<file path="config.mk">
export PLATFORM = sky130hd
export DESIGN_NAME = pill_dose_scheduler
export DESIGN_NICKNAME = d
export VERILOG_FILES = /design/src/rtl/pill_sched_pkg.sv /design/src/rtl/pill_ch_fsm.sv /design/src/rtl/pill_dose_scheduler.sv
export SDC_FILE = /design/constraint.sdc
export NUM_CORES = 1
export LEC_CHECK = 0
export BUFFER_PORTS_ARGS = -buffer_cell sky130_fd_sc_hd__buf_2
export CORE_ASPECT_RATIO = 1.25
export CORE_MARGIN = 5
export CORE_UTILIZATION = 30
export DETAILED_ROUTE_END_ITERATION = 10
export PLACE_DENSITY_LB_ADDON = 0.2
export SLEW_MARGIN = 20
export SYNTH_ARGS = -nofsm -noshare
export SYNTH_HDL_FRONTEND = slang
export SYNTH_SLANG_ARGS = --single-unit
</file>
<file path="constraint.sdc">
create_clock -name clk -period 2.7 [get_ports clk]
set_clock_uncertainty 0.2 [all_clocks]
set_input_delay 0.54 -clock clk [delete_from_list [all_inputs] [get_ports clk]]
set_output_delay 0.54 -clock clk [all_outputs]
set_load 0.005 [all_outputs]
</file>
<file path="src/rtl/pill_sched_pkg.sv">
// Package: pill_sched_pkg
// Shared types and constants for the pill-dose scheduler.
//   ch_state_t : per-channel alarm state (IDLE, RING, SNOOZE)
//   BCD_W      : width of a packed two-digit BCD field
//   SEC_ZERO   : BCD seconds value at which dose times are matched
//   cnt_width  : ring/snooze counter width for the given durations
package pill_sched_pkg;

    typedef enum logic [1:0] {
        IDLE   = 2'd0,
        RING   = 2'd1,
        SNOOZE = 2'd2
    } ch_state_t;

    localparam int BCD_W = 8;
    localparam logic [BCD_W-1:0] SEC_ZERO = 8'h00;

    // Enough bits to hold the longer of the two durations.
    function automatic int cnt_width(input int ring_s, input int snooze_s);
        return $clog2(((ring_s > snooze_s) ? ring_s : snooze_s) + 1);
    endfunction

endpackage

</file>
<file path="src/rtl/pill_ch_fsm.sv">
// Module: pill_ch_fsm
// One compartment: dose-time config registers, ring/snooze/missed FSM,
// seconds counter, snooze counter and sticky missed flag.
// Optional macro DOSE_COUNT_EN adds a saturating count of doses taken.
// Ports:
//   clk, rst_n          clock, async active-low reset
//   sec_tick            a new second arrived (all counting is on this)
//   sec_is_zero         current RTC seconds are 00
//   hour_bcd, min_bcd   current RTC time
//   cfg_we              config write addressed to this channel
//   cfg_hour, cfg_min   dose time to store
//   cfg_en              channel enable to store
//   ack, snooze         1-cycle user pulses
//   miss_clr            clear the missed flag
//   is_ring, is_snooze  current state decode
//   missed              sticky missed-dose flag
//   dose_cnt            (DOSE_COUNT_EN) acks taken while active, saturating
module pill_ch_fsm
    import pill_sched_pkg::*;
#(
    parameter int RING_S     = 30,
    parameter int SNOOZE_S   = 60,
    parameter int MAX_SNOOZE = 3
) (
    input  logic             clk,
    input  logic             rst_n,
    input  logic             sec_tick,
    input  logic             sec_is_zero,
    input  logic [BCD_W-1:0] hour_bcd,
    input  logic [BCD_W-1:0] min_bcd,
    input  logic             cfg_we,
    input  logic [BCD_W-1:0] cfg_hour,
    input  logic [BCD_W-1:0] cfg_min,
    input  logic             cfg_en,
    input  logic             ack,
    input  logic             snooze,
    input  logic             miss_clr,
    output logic             is_ring,
    output logic             is_snooze,
    output logic             missed
`ifdef DOSE_COUNT_EN
    ,
    output logic [7:0]       dose_cnt
`endif
);

    localparam int CNT_W = cnt_width(RING_S, SNOOZE_S);
    localparam int SNZ_W = $clog2(MAX_SNOOZE + 2);
    localparam logic [CNT_W-1:0] RING_LD = CNT_W'(RING_S);
    localparam logic [CNT_W-1:0] SNZ_LD  = CNT_W'(SNOOZE_S);
    localparam logic [CNT_W-1:0] CNT_ONE = CNT_W'(1);
    localparam logic [SNZ_W-1:0] SNZ_MAX = SNZ_W'(MAX_SNOOZE);

    ch_state_t        state_reg, state_next;
    logic [CNT_W-1:0] cnt_reg, cnt_next;
    logic [SNZ_W-1:0] snz_reg, snz_next, snz_inc;
    logic [BCD_W-1:0] cfg_hour_reg, cfg_min_reg;
    logic             cfg_en_reg;
    logic             missed_reg;
    logic             miss_set;
    logic             match;

    assign match = sec_tick && sec_is_zero && cfg_en_reg &&
                   (hour_bcd == cfg_hour_reg) && (min_bcd == cfg_min_reg);

    // Saturate so a snooze pressed after the last allowed cycle cannot wrap.
    assign snz_inc = (snz_reg == '1) ? snz_reg : snz_reg + 1'b1;

    always_comb begin
        state_next = state_reg;
        cnt_next   = cnt_reg;
        snz_next   = snz_reg;
        miss_set   = 1'b0;
        case (state_reg)
            IDLE: begin
                if (match) begin
                    state_next = RING;
                    cnt_next   = RING_LD;
                    snz_next   = '0;
                end
            end
            RING: begin
                if (ack) begin
                    state_next = IDLE;
                end else if (snooze) begin
                    state_next = SNOOZE;
                    cnt_next   = SNZ_LD;
                    snz_next   = snz_inc;
                end else if (sec_tick) begin
                    // Counter reaching zero on this tick ends the ring.
                    if (cnt_reg <= CNT_ONE) begin
                        if (snz_reg < SNZ_MAX) begin
                            state_next = SNOOZE;
                            cnt_next   = SNZ_LD;
                            snz_next   = snz_inc;
                        end else begin
                            state_next = IDLE;
                            cnt_next   = '0;
                            miss_set   = 1'b1;
                        end
                    end else begin
                        cnt_next = cnt_reg - 1'b1;
                    end
                end
            end
            SNOOZE: begin
                if (ack) begin
                    state_next = IDLE;
                end else if (sec_tick) begin
                    if (cnt_reg <= CNT_ONE) begin
                        state_next = RING;
                        cnt_next   = RING_LD;
                    end else begin
                        cnt_next = cnt_reg - 1'b1;
                    end
                end
            end
            default: state_next = IDLE;
        endcase
        // Disabling a channel silences it at once; a new time alone does not.
        if (cfg_we && !cfg_en) begin
            state_next = IDLE;
        end
    end

    always_ff @(posedge clk or negedge rst_n) begin
        if (!rst_n) begin
            state_reg    <= IDLE;
            cnt_reg      <= '0;
            snz_reg      <= '0;
            cfg_hour_reg <= '0;
            cfg_min_reg  <= '0;
            cfg_en_reg   <= 1'b0;
            missed_reg   <= 1'b0;
        end else begin
            state_reg <= state_next;
            cnt_reg   <= cnt_next;
            snz_reg   <= snz_next;
            if (cfg_we) begin
                cfg_hour_reg <= cfg_hour;
                cfg_min_reg  <= cfg_min;
                cfg_en_reg   <= cfg_en;
            end
            // A new miss beats a simultaneous clear.
            if (miss_set) begin
                missed_reg <= 1'b1;
            end else if (miss_clr) begin
                missed_reg <= 1'b0;
            end
        end
    end

`ifdef DOSE_COUNT_EN
    logic [7:0] dose_cnt_reg;
    always_ff @(posedge clk or negedge rst_n) begin
        if (!rst_n) begin
            dose_cnt_reg <= '0;
        end else if (ack && (state_reg != IDLE) && (dose_cnt_reg != 8'hFF)) begin
            dose_cnt_reg <= dose_cnt_reg + 8'd1;
        end
    end
    assign dose_cnt = dose_cnt_reg;
`endif

    assign is_ring   = (state_reg == RING);
    assign is_snooze = (state_reg == SNOOZE);
    assign missed    = missed_reg;

endmodule

</file>
<file path="src/rtl/pill_dose_scheduler.sv">
// Module: pill_dose_scheduler
// Multi-channel pill-dose alarm engine. Detects new RTC seconds, decodes
// config writes, runs one pill_ch_fsm per compartment and drives the
// registered LED / buzzer / activity outputs.
// Optional macro DOSE_COUNT_EN adds output dose_cnt (8 bits per channel).
// Ports:
//   clk, rst_n                    clock, async active-low reset
//   time_vld                      fresh RTC read on hour/min/sec_bcd
//   hour_bcd, min_bcd, sec_bcd    BCD time
//   cfg_we, cfg_ch                config write strobe and target channel
//   cfg_hour, cfg_min, cfg_en     dose time and enable to write
//   ack                           per-channel dose-taken pulse
//   snooze                        snoozes every ringing channel
//   miss_clr                      clears all missed flags
//   ch_led_n                      active-low compartment LEDs
//   buzzer_n                      active-low shared buzzer
//   missed                        sticky missed-dose flags
//   any_active                    some channel ringing or snoozed
module pill_dose_scheduler
    import pill_sched_pkg::*;
#(
    parameter int N_CH       = 5,
    parameter int RING_S     = 30,
    parameter int SNOOZE_S   = 60,
    parameter int MAX_SNOOZE = 3,
    localparam int CW        = (N_CH > 1) ? $clog2(N_CH) : 1
) (
    input  logic             clk,
    input  logic             rst_n,
    input  logic             time_vld,
    input  logic [7:0]       hour_bcd,
    input  logic [7:0]       min_bcd,
    input  logic [7:0]       sec_bcd,
    input  logic             cfg_we,
    input  logic [CW-1:0]    cfg_ch,
    input  logic [7:0]       cfg_hour,
    input  logic [7:0]       cfg_min,
    input  logic             cfg_en,
    input  logic [N_CH-1:0]  ack,
    input  logic             snooze,
    input  logic             miss_clr,
    output logic [N_CH-1:0]  ch_led_n,
    output logic             buzzer_n,
    output logic [N_CH-1:0]  missed,
    output logic             any_active
`ifdef DOSE_COUNT_EN
    ,
    output logic [N_CH*8-1:0] dose_cnt
`endif
);

    logic [7:0]      prev_sec_reg;
    logic            phase_reg;
    logic            sec_tick;
    logic            sec_is_zero;
    logic [N_CH-1:0] ch_we;
    logic [N_CH-1:0] ring_vec;
    logic [N_CH-1:0] snz_vec;
    logic [N_CH-1:0] led_n_reg;
    logic            buzzer_n_reg;
    logic            active_reg;

    // The RTC reader may repeat a read within one second; only a changed
    // seconds value counts as a tick.
    assign sec_tick    = time_vld && (sec_bcd != prev_sec_reg);
    assign sec_is_zero = (sec_bcd == SEC_ZERO);

    generate
        for (genvar gi = 0; gi < N_CH; gi++) begin : g_ch
            // Out-of-range cfg_ch equals no gi, so it is dropped here.
            assign ch_we[gi] = cfg_we && (cfg_ch == CW'(gi));

            pill_ch_fsm #(
                .RING_S     (RING_S),
                .SNOOZE_S   (SNOOZE_S),
                .MAX_SNOOZE (MAX_SNOOZE)
            ) u_ch (
                .clk         (clk),
                .rst_n       (rst_n),
                .sec_tick    (sec_tick),
                .sec_is_zero (sec_is_zero),
                .hour_bcd    (hour_bcd),
                .min_bcd     (min_bcd),
                .cfg_we      (ch_we[gi]),
                .cfg_hour    (cfg_hour),
                .cfg_min     (cfg_min),
                .cfg_en      (cfg_en),
                .ack         (ack[gi]),
                .snooze      (snooze),
                .miss_clr    (miss_clr),
                .is_ring     (ring_vec[gi]),
                .is_snooze   (snz_vec[gi]),
                .missed      (missed[gi])
`ifdef DOSE_COUNT_EN
                ,
                .dose_cnt    (dose_cnt[gi*8 +: 8])
`endif
            );
        end
    endgenerate

    always_ff @(posedge clk or negedge rst_n) begin
        if (!rst_n) begin
            prev_sec_reg <= 8'hFF;
            phase_reg    <= 1'b0;
            led_n_reg    <= '1;
            buzzer_n_reg <= 1'b1;
            active_reg   <= 1'b0;
        end else begin
            if (time_vld) begin
                prev_sec_reg <= sec_bcd;
                // Even seconds are the "on" half of the blink.
                phase_reg    <= ~sec_bcd[0];
            end
            // Ringing LEDs blink, snoozed LEDs stay lit.
            led_n_reg    <= ~((ring_vec & {N_CH{phase_reg}}) | snz_vec);
            buzzer_n_reg <= ~((|ring_vec) & phase_reg);
            active_reg   <= |(ring_vec | snz_vec);
        end
    end

    assign ch_led_n   = led_n_reg;
    assign buzzer_n   = buzzer_n_reg;
    assign any_active = active_reg;

endmodule

</file>
==> results by group <==
Synthesis
  – Mean area per synthesized cell: 10.6 um2
  – Synth Net Count: 987
  – Top_reg_cell synth: dfrtp_1
  – Register area share after synthesis: 0.430
  – EDFF count, synth: 0
  – Synth Warn #: 0
  – Post-synthesis cell type count: 64
  – Async S/R FF share, synth: 1.00
  – Gate Count Post-Synth: 887
  – Syn Std Cell Area: approximately 0.0094 mm2
  – Yosys reg bits: 161

Setup path
  – CP bufs+invs: 2
  – Reg2Reg Depth: 8
  – Family with the most delay on the worst path: simple AND/OR/NAND/NOR gates
  – Startpoint Class: flip-flop
  – Crit Path Class: flip-flop to flip-flop
  – CP peak stage delay: 0.54 ns
  – Critical path cell sequence: xnor2_1 -> nand4_1 -> o21ai_4 -> buf_4 -> buf_4 -> o41ai_4 -> and3_1 -> mux2i_1
  – FF-to-FF End: g_ch[4].u_ch.cnt_reg[0]
  – Crit-path max FO: 6
  – Reg-to-Reg Start: prev_sec_reg[1]
  – Worst EP required: 2.85 ns
  – Number of cells on the critical path: 8
  – Slowest CP cell: dfstp_2
  – Arr. time, crit path: 2.72 ns
  – Worst Setup SP: prev_sec_reg[1]
  – R2R setup slack: 0.13 ns
  – Critical Path Sink Type: flip-flop
  – Top cell by count, worst path: buf_4

Die
  – Die area: ~0.035 mm2
  – FP Rows: 72
  – Core area: between 0.03 and 0.04 mm2
  – Die height: 208 um
  – Initial Utilization: 0.304
  – # IOs: between 60 and 70
  – Die width: 168 um

Outcome
  – Status: finished, final reports clean

Timing
  – Final Cycle Share: 0.951
  – Final setup vio count: 0
  – Fin. Hold Viols: 0
  – FMAX: a little under 400 MHz
  – Least-Margin Pin Slew: between 0.5 and 0.6 ns
  – Hold Slack: 0.192 ns
  – Min Tclk post-route: 2.57 ns
  – Pins over their slew limit: 0
  – Rel. slew slack: 0.635

GRT
  – Global-route wire length before repair: 41400 um
  – Overflow after GRT: 0
  – Total track usage: 0.148
  – Largest net degree at the start of global routing: 48
  – Antenna violations before repair: 0
  – Vias in the first global route: 7559

Pwr
  – Leakage: between 0.004 and 0.005 uW
  – Highest ir drop seen on vdd: between 300 and 400 uV
  – Switching share of power: 0.332
  – Internal power: 5350 uW
  – Comb power frac: 0.293
  – Sequential share of power: 0.406
  – PwrDens: 708 mW/mm2
  – Psw: roughly 2700 uW
  – Clk network pwr share: 0.301

Placement
  – Final HPWL from detailed placement: 19100 um
  – Placed instance count: 1392
  – DP Area: roughly 0.011 mm2
  – Placer Congestion: 0.805
  – Port Buf Inserts: 66

Clock tree
  – CTS clk-pin slew, worst paths: 0.07 ns
  – CTS sink cnt: 161
  – Worst-Skew Late Latency: about 0.43 ns
  – CTS Buf Count: 17
  – Maximum root-to-sink buffer count: 2
  – CTS HTree Levels: 4
  – CTS Root Cell: clkbuf_16
  – CTS tree: yes

Route
  – WL/cell: 17.9 um
  – Residual DRC count: 0
  – Initial DRC count: 397
  – Detailed Route WL: 25600 um
  – Number of iterations in the first detailed-routing pass: 5
  – Final antenna-violating net count: 0
  – Routed via count: 7180
  – Drt via density: 5.03

Finish
  – Area growth syn-to-layout: 20.2%
  – Most frequent cells in the layout: dfrtp_1 (147), mux2_2 (97), buf_4 (82)
  – Finished Cell Area: 0.0113 mm2
  – Most common cell after layout, fill and taps aside: dfrtp_1
  – Share of cells above drive strength 1: 0.307
  – Final non-filler cell total: 1427
  – Nets: 1107
  – Fillers: 3157
  – Inserted Diodes: 0

Flow run
  – Maxcap violations: 0

Hold path
  – Hold Crit Depth: 2
  – Hold Path Origin: sec_bcd[3]
  – Worst Hold Endpoint: prev_sec_reg[3]
  – Worst Hold Class: primary input to flip-flop
## worst max path at each step
stage	endpoint	slack [ns]
after floorplan	g_ch[1].u_ch.cnt_reg[1]	0.06
after CTS	g_ch[2].u_ch.snz_reg[2]	0.09
after global routing	g_ch[1].u_ch.cnt_reg[1]	-0.02
after detailed placement	g_ch[4].u_ch.cnt_reg[0]	-0.18
after global placement	g_ch[1].u_ch.cnt_reg[5]	-0.19
final	g_ch[4].u_ch.cnt_reg[0]	0.13
## layout make-up
| cell class | count | area (um2) | area share |
|---|---|---|---|
| clock buffers | 19 | 443 | 0.0391 |
| clock inverters | 13 | 128 | 0.0113 |
| inverters | 42 | 158 | 0.0139 |
| multi-input cells | 633 | 5010 | 0.443 |
| flip-flops and latches | 161 | 4050 | 0.357 |
| well taps | 407 | 509 | 0.0450 |
| repair buffers | 152 | 1020 | 0.0903 |
## what timing repair did
item	in CTS	in global routing
resized for setup	0	3
setup endpoints to repair	0	3
hold endpoints to repair	37	0
setup buffers	0	2
hold buffers	1	0
## kinds of logic after synthesis
logic type / count (synthesis) / share of synthesized area
fa+ha+maj: 45 / 0.0598
buf+inv: 93 / 0.0402
xor+xnor: 89 / 0.0828
compound gates: 192 / 0.143
mux: 109 / 0.129
flops: 161 / 0.430
simple gates: 198 / 0.116
## synth_stat cells, drive strengths merged (20+ instances only)
master / n / area share
a21oi: 39 / 0.021
xor2: 64 / 0.060
inv: 42 / 0.017
xnor2: 25 / 0.023
a31oi: 30 / 0.020
mux2: 99 / 0.12
ha: 45 / 0.060
o21ai: 27 / 0.016
nand2: 40 / 0.016
clkbuf: 31 / 0.012
buf: 20 / 0.011
nor2: 28 / 0.011
dfrtp: 147 / 0.39
## routing by layer
metal	track usage	vias to the layer above	share of wire
met2	0.259	151	0.51
met1	0.187	3556	0.44
li1	-	3448	-
met5	0	-	0
met4	0.0392	0	0.016
met3	0.0300	25	0.036
## power by group through the flow
stage / combinational (uW) / clock, uW / sequential (uW)
after floorplan: 1560 / 0 / 3210
after global placement: 2340 / 0 / 3290
after detailed placement: 2360 / 0 / 3300
after CTS: 2360 / 2480 / 3260
after global routing: 2620 / 2570 / 3320
final: 2350 / 2410 / 3250
## stage by stage
step / util / power [uW] / setup WS [ns] / setup TNS [ns]
3_5_place_dp: 0.345 / 5650 / -0.178 / -3.34
6_report: 0.365 / 8010 / 0.133 / 0
3_3_place_gp: 0.345 / 5630 / -0.191 / -3.30
4_1_cts: 0.364 / 8100 / 0.0873 / 0
5_1_grt: 0.365 / 8500 / -0.0212 / -0.0263
2_1_floorplan: - / 4780 / 0.0611 / 0
(Power assumes the default switching activity.)
